<file path="src/rtl/locker_pkg.sv">
// Shared types and constants for the locker session controller.
// The state encoding doubles as the status code shown on the display.
package locker_pkg;

  typedef enum logic [1:0] {
    LOCKED  = 2'b00,
    OPEN    = 2'b01,
    MASTER  = 2'b10,
    PENALTY = 2'b11
  } state_e;

  localparam logic [1:0] Y_LOCKED  = 2'b00;
  localparam logic [1:0] Y_OPEN    = 2'b01;
  localparam logic [1:0] Y_MASTER  = 2'b10;
  localparam logic [1:0] Y_PENALTY = 2'b11;

  localparam logic [7:0] DEF_USER_PIN   = 8'h03;
  localparam logic [7:0] DEF_MASTER_PIN = 8'h80;

  function automatic int max_int(input int a, input int b);
    return (a > b) ? a : b;
  endfunction

endpackage

</file>
<file path="src/rtl/locker_access_ctrl_if.sv">
// Keypad-side and display-side signals of the locker controller.
interface locker_access_ctrl_if;
  logic [1:0] req;
  logic [7:0] pin0;
  logic [7:0] pin1;
  logic [1:0] gnt;
  logic [1:0] y_out;
  logic [1:0] fail_cnt;

  modport master (output req, pin0, pin1, input gnt, y_out, fail_cnt);
  modport slave  (input req, pin0, pin1, output gnt, y_out, fail_cnt);
endinterface

</file>
<file path="src/rtl/locker_rr_arb2.sv">
// Two-requester round-robin arbiter; the pointer moves away from whoever was granted.
module locker_rr_arb2 (
  input  logic       clock,
  input  logic       reset,
  input  logic       en_i,
  input  logic [1:0] req_i,
  output logic [1:0] gnt_o
);
  logic ptr_q, ptr_d;

  always_comb begin
    gnt_o = 2'b00;
    if (en_i) begin
      if (req_i == 2'b11) gnt_o = ptr_q ? 2'b10 : 2'b01;
      else                gnt_o = req_i;
    end
  end

  always_comb begin
    ptr_d = ptr_q;
    if (gnt_o[0])      ptr_d = 1'b1;
    else if (gnt_o[1]) ptr_d = 1'b0;
  end

  always_ff @(posedge clock or posedge reset) begin
    if (reset) ptr_q <= 1'b0;
    else       ptr_q <= ptr_d;
  end
endmodule

</file>
<file path="src/rtl/locker_access_ctrl.sv">
// Locker session FSM: PIN judging, wrong-attempt counting, master escalation,
// penalty lockout and timed open window sharing one down-counter.
module locker_access_ctrl
  import locker_pkg::*;
#(
  parameter logic [7:0] USER_PIN       = DEF_USER_PIN,
  parameter logic [7:0] MASTER_PIN     = DEF_MASTER_PIN,
  parameter int         MAX_TRIES      = 3,
  parameter int         OPEN_CYCLES    = 8,
  parameter int         PENALTY_CYCLES = 16
) (
  input logic                 clock,
  input logic                 reset,
  locker_access_ctrl_if.slave bus
);
  localparam int TW = $clog2(max_int(OPEN_CYCLES, PENALTY_CYCLES)) + 1;
  localparam logic [TW-1:0] OPEN_LOAD = TW'(OPEN_CYCLES);
  localparam logic [TW-1:0] PEN_LOAD  = TW'(PENALTY_CYCLES);
  localparam logic [1:0]    MAX_CNT   = 2'(MAX_TRIES);

  state_e        state_q, state_d;
  logic [1:0]    fail_q, fail_d, fail_inc;
  logic [TW-1:0] timer_q, timer_d;
  logic [1:0]    gnt;
  logic [7:0]    pin_sel;
  logic          arb_en, granted, pin_user, pin_master;

  // Grants are masked during reset so a held request cannot slip through.
  assign arb_en = ~reset & ((state_q == LOCKED) || (state_q == MASTER));

  locker_rr_arb2 u_arb (
    .clock (clock),
    .reset (reset),
    .en_i  (arb_en),
    .req_i (bus.req),
    .gnt_o (gnt)
  );

  assign granted    = |gnt;
  assign pin_sel    = gnt[1] ? bus.pin1 : bus.pin0;
  assign pin_user   = (pin_sel == USER_PIN);
  assign pin_master = (pin_sel == MASTER_PIN);
  assign fail_inc   = (fail_q == MAX_CNT) ? fail_q : fail_q + 2'd1;

  always_comb begin
    state_d = state_q;
    fail_d  = fail_q;
    timer_d = timer_q;
    case (state_q)
      LOCKED: begin
        if (granted) begin
          if (pin_user || pin_master) begin
            state_d = OPEN;
            fail_d  = 2'd0;
            timer_d = OPEN_LOAD;
          end else begin
            fail_d = fail_inc;
            if (fail_inc == MAX_CNT) state_d = MASTER;
          end
        end
      end
      MASTER: begin
        if (granted) begin
          if (pin_master) begin
            state_d = OPEN;
            fail_d  = 2'd0;
            timer_d = OPEN_LOAD;
          end else begin
            state_d = PENALTY;
            timer_d = PEN_LOAD;
          end
        end
      end
      OPEN: begin
        if (timer_q <= TW'(1)) begin
          state_d = LOCKED;
          timer_d = '0;
        end else begin
          timer_d = timer_q - TW'(1);
        end
      end
      PENALTY: begin
        if (timer_q <= TW'(1)) begin
          state_d = MASTER;
          timer_d = '0;
        end else begin
          timer_d = timer_q - TW'(1);
        end
      end
      default: state_d = LOCKED;
    endcase
  end

  always_ff @(posedge clock or posedge reset) begin
    if (reset) begin
      state_q <= LOCKED;
      fail_q  <= 2'd0;
      timer_q <= '0;
    end else begin
      state_q <= state_d;
      fail_q  <= fail_d;
      timer_q <= timer_d;
    end
  end

  assign bus.gnt      = gnt;
  assign bus.y_out    = state_q;
  assign bus.fail_cnt = fail_q;
endmodule

</file>
<file path="src/flat_wrapper.sv">
// flat-port wrapper written by rule: the top's interface ports become plain ports
module locker_access_ctrl_flat import locker_pkg::*;
#(
  parameter logic [7:0] USER_PIN       = DEF_USER_PIN,
  parameter logic [7:0] MASTER_PIN     = DEF_MASTER_PIN,
  parameter int         MAX_TRIES      = 3,
  parameter int         OPEN_CYCLES    = 8,
  parameter int         PENALTY_CYCLES = 16
)
  (clock, reset, bus_req, bus_pin0, bus_pin1, bus_gnt, bus_y_out, bus_fail_cnt);
  locker_access_ctrl_if bus_i ();
  input logic clock;
  input logic reset;
  input wire logic [$bits(bus_i.req)-1:0] bus_req;
  input wire logic [$bits(bus_i.pin0)-1:0] bus_pin0;
  input wire logic [$bits(bus_i.pin1)-1:0] bus_pin1;
  output wire logic [$bits(bus_i.gnt)-1:0] bus_gnt;
  output wire logic [$bits(bus_i.y_out)-1:0] bus_y_out;
  output wire logic [$bits(bus_i.fail_cnt)-1:0] bus_fail_cnt;
  assign bus_i.req = bus_req;
  assign bus_i.pin0 = bus_pin0;
  assign bus_i.pin1 = bus_pin1;
  assign bus_gnt = bus_i.gnt;
  assign bus_y_out = bus_i.y_out;
  assign bus_fail_cnt = bus_i.fail_cnt;
  locker_access_ctrl #(.USER_PIN(USER_PIN), .MASTER_PIN(MASTER_PIN), .MAX_TRIES(MAX_TRIES), .OPEN_CYCLES(OPEN_CYCLES), .PENALTY_CYCLES(PENALTY_CYCLES)) u_core (.clock(clock), .reset(reset), .bus(bus_i));
endmodule
</file>
<file path="config.mk">
export PLATFORM = sky130hd
export DESIGN_NAME = locker_access_ctrl_flat
export DESIGN_NICKNAME = d
export VERILOG_FILES = /design/src/rtl/locker_pkg.sv /design/src/rtl/locker_access_ctrl_if.sv /design/src/rtl/locker_rr_arb2.sv /design/src/rtl/locker_access_ctrl.sv /design/src/flat_wrapper.sv
export SDC_FILE = /design/constraint.sdc
export NUM_CORES = 1
export LEC_CHECK = 0
export CAP_MARGIN = 30
export CORE_MARGIN = 2
export CORE_UTILIZATION = 40
export CTS_BUF_LIST = sky130_fd_sc_hd__clkbuf_16
export DETAILED_ROUTE_END_ITERATION = 16
export PLACE_DENSITY = 0.74
export RECOVER_POWER = 100
export SLEW_MARGIN = 0
export SYNTH_ARGS = -nofsm -noshare
export SYNTH_HDL_FRONTEND = slang
export SYNTH_HIERARCHICAL = 1
export SYNTH_SLANG_ARGS = --single-unit
</file>
<file path="constraint.sdc">
create_clock -name clock -period 2.1 [get_ports clock]
set_input_delay 0.42 -clock clock [delete_from_list [all_inputs] [get_ports clock]]
set_output_delay 0.42 -clock clock [all_outputs]
set_load 0.01 [all_outputs]
</file>
==> reports/qor_table.md <==
| Item | Value | Unit |
| --- | --- | --- |
| Final Hold Slack | 0.163 | ns |
| CTS Buffer Depth | 2 | - |
| Failing checks | negative setup slack | - |
| Sequential element share of the synthesized area | 31.0 | % |
| Maximum ir drop on the vdd rail | 0.569 | mV |
| Crit. End Element | flop | - |
| Iteration-0 DRC count of the detailed router | 13 | - |
| Synthesized instance count | 87 | - |
| Total count of max-transition violations in the final report | 0 | - |
| Worst-margin pin slew | 0.690 | ns |
| Cell-by-cell listing of the critical path | nor2_4 > nand2_2 > a21oi_4 > buf_6 > or4bb_4 > o32ai_4 > nand2_2 > a21oi_2 > mux2i_1 | - |
| # clock sinks | 10 | - |
| Most frequent standard cell in the layout excluding fill and tap cells | sky130_fd_sc_hd__clkdlybuf4s50_1 | - |
| DRC viols | 0 | - |
| Share of the core filled with cells | 72.4 | % |
| Number of port buffers | 25 | - |
| Max Fclk | 0.466 | GHz |
| Post-DP HPWL | 1750 | um |
| Cts hold-fix bufs | 0 | - |
| Total iterations of the first detailed-routing run | 4 | - |
| Net count after synthesis | 109 | - |
| Setup TNS | -0.0751 | ns |
| Synth-to-Final Area Change | 72.4 | % |
| Maximum capacitance violations | 0 | - |
| Number of non-filler instances in the completed layout | 161 | - |
| Most frequent cell on the critical path | sky130_fd_sc_hd__nand2_2 | - |
| Cell family with most CP delay | simple AND/OR/NAND/NOR gates | - |
| Chip Width | 48.9 | um |
| Unique cell type count in the Yosys netlist | 41 | - |
| Number of nets in the layout | 157 | - |
| Final setup violating endpoints | 3 | - |
| Cells on worst reg2reg path | 9 | - |
| Max incr delay on CP | 0.46 | ns |
| Final Routed Wirelength | 2280 | um |
| DIE AREA | 2390 | um^2 |
| Global router's overall resource usage | 22.2 | % |
| Kind of path behind the tightest hold check | input port to async pin | - |
| Static Leak | 0.601 | nW |
| Clock transition at the registers of the reported paths | 0.04 | ns |
| Die span in y | 48.9 | um |
| Remaining antenna violation count after routing | 0 | - |
| Number of top-level design ports | 26 | - |
| Clock Root Buffer | sky130_fd_sc_hd__clkbuf_16 | - |
| Initial antenna violation count | 0 | - |
| Cell area after placement | 1230 | um^2 |
| Std-Cell Core Area | 1920 | um^2 |
| Critical path launch point type | flop | - |
| TritonCTS clock tree | yes | - |
| Design area | 1390 | um^2 |
| Worst Clk Skew | 0.00247 | ns |
| Remaining Overflow, GRT | 0 | - |
| Via count normalized by instance count | 5.40 | - |
| # fillers | 151 | - |
| Count of vias placed by the detailed router | 869 | - |
| Setup CP Type | flop to flop | - |
| Reg2Reg Setup Slack | -0.04 | ns |
| Initial cell density of the core | 42.0 | % |
| Average wire length per cell after detail routing | 14.1 | um |
| R2r startpoint | u_core/bus.y_out[0]$_DFFE_PP0P_ | - |
| Most used cells in the layout excluding fill and tap cells | sky130_fd_sc_hd__clkdlybuf4s50_1, sky130_fd_sc_hd__buf_4, sky130_fd_sc_hd__inv_1, sky130_fd_sc_hd__dfrtp_1, sky130_fd_sc_hd__nor2_1 | - |
| Worst flop-to-flop path endpoint | u_core/bus.fail_cnt[0]$_DFFE_PP0P_ | - |
| Required @ worst endpoint | 2.25 | ns |
| Arr. time, crit path | 2.30 | ns |
| Number of global-route vias before repair | 943 | - |
| First-pass GRT wire length | 3990 | um |
| Clock latency on the worst-skew pair | 0.24 | ns |
| Async set-reset flop share out of synthesis | 100 | % |
| Number of placement rows | 16 | - |
| CP bufs+invs | 1 | - |
| Outcome | complete, but fails checks | - |
| Post-synth EDFFs | 0 | - |
| Post-route clock period utilization | 102 | % |
| Minimum clock period after layout | 2.14 | ns |
| Setup Slack @ Placement | -0.606 | ns |
| Post-synthesis instance area | 807 | um^2 |
| Number of H-tree levels | 1 | - |
| Antenna diodes | 0 | - |
| Yosys warning count | 6 | - |
| Final worst slack | -0.0440 | ns |
| Total clock buffers created by CTS | 3 | - |
| Cell with the biggest individual delay on the critical path | sky130_fd_sc_hd__or4bb_4 | - |
| Pin count of the biggest net entering global routing | 11 | - |
| Placed instance count | 154 | - |
| Pwr Density | 1120 | nW/um^2 |
| Number of flip-flops and latches in the synthesized netlist | 10 | - |
| Setup repair after global routing missed its margin | true | - |
| Largest driver fanout on the critical path | 5 | - |
| Final hold violation count | 0 | - |
| Fraction of layout instances using a drive strength above 1 | 36.6 | % |
| Relative slew slack | 53.5 | % |
| Predominant post-synthesis flop cell | sky130_fd_sc_hd__dfrtp_1 | - |
| Power, Total | 1.56 | mW |
| Average cell area after synthesis | 9.28 | um^2 |
| Global placement routability congestion | 0.795 | - |
tightest hold or removal path, delay by kind of cell:
family	cells	cell delay [ns]
buf+inv	3	0.30
how the worst max path moves through the flow:
stage	start	endpoint	slack, ns	cells after the start
after floorplan	u_core/bus.y_out[0]$_DFFE_PP0P_	u_core/bus.fail_cnt[1]$_DFFE_PP0P_	0.01	9
after CTS	u_core/bus.y_out[0]$_DFFE_PP0P_	u_core/bus.fail_cnt[0]$_DFFE_PP0P_	-0.06	9
after global placement	reset	u_core/timer_q[1]$_DFFE_PP0P_	-0.54	10
after global routing	u_core/bus.y_out[0]$_DFFE_PP0P_	u_core/bus.fail_cnt[0]$_DFFE_PP0P_	-0.15	9
after detailed placement	reset	u_core/timer_q[1]$_DFFE_PP0P_	-0.61	10
final	u_core/bus.y_out[0]$_DFFE_PP0P_	u_core/bus.fail_cnt[0]$_DFFE_PP0P_	-0.04	9
synth_stat cells (all sizes together) (2+ instances only):
master  count  area share [%]
a21oi       5             3.6
buf         3             2.9
nand2       8             4.0
mux2i       4             5.0
o41ai       2             2.2
ha          2             3.1
nor3b       2             2.5
o21ai       5             3.1
o211ai      2             1.9
nor2        8             3.7
inv         9             4.2
dfrtp      10              31
or3         2             1.6
nor3        2             1.2
a31oi       2             1.6
flip-flops by register name, summed over array words and instances, names as in the netlist:
name and count:
u_core/bus.y_out 2, u_core/u_arb/ptr_q 1, u_core/timer_q 5, u_core/bus.fail_cnt 2
cell type report:
type	instances	area [um^2]	share of cell area (%)
Clock inverter	1	3.75	0.270
Clock buffer	3	75.1	5.40
Multi-Input combinational cell	65	588	42.3
Tap cell	27	33.8	2.43
Inverter	9	33.8	2.43
Timing Repair Buffer	46	405	29.1
Sequential cell	10	251	18.1
power by group:
part           switching, mW  internal, mW
clock                 0.0891         0.249
sequential             0.118         0.295
combinational          0.387         0.419
kinds of logic (layout without fill, tap and decap cells):
family          count (synthesis)  in the layout  synth area share (%)
simple gates                   30             30                  21.1
xor+xnor                        1              1                  1.09
compound gates                 27             27                  30.2
buf+inv                        12             59                  7.13
fa+ha+maj                       2              2                  3.10
flops                          10             10                  31.0
mux                             5              5                  6.36
timing repair:
action / in CTS / in global routing
endpoints found under the hold margin: 0 / 0
endpoints found under the setup margin: 11 / 9
resized for setup: 17 / 4
setup buffers: 3 / 0
pin swaps: 7 / 6
metal layers:
layer | share of wire (%) | up-vias | global-route usage, %
met3 | 3.2 | 8 | 3.37
met5 | 0 | - | 0
met1 | 38 | 412 | 21.4
met2 | 56 | 31 | 44.1
met4 | 2.8 | 0 | 11.9
li1 | - | 418 | -
Note: power is estimated with default switching activity, not from simulation.
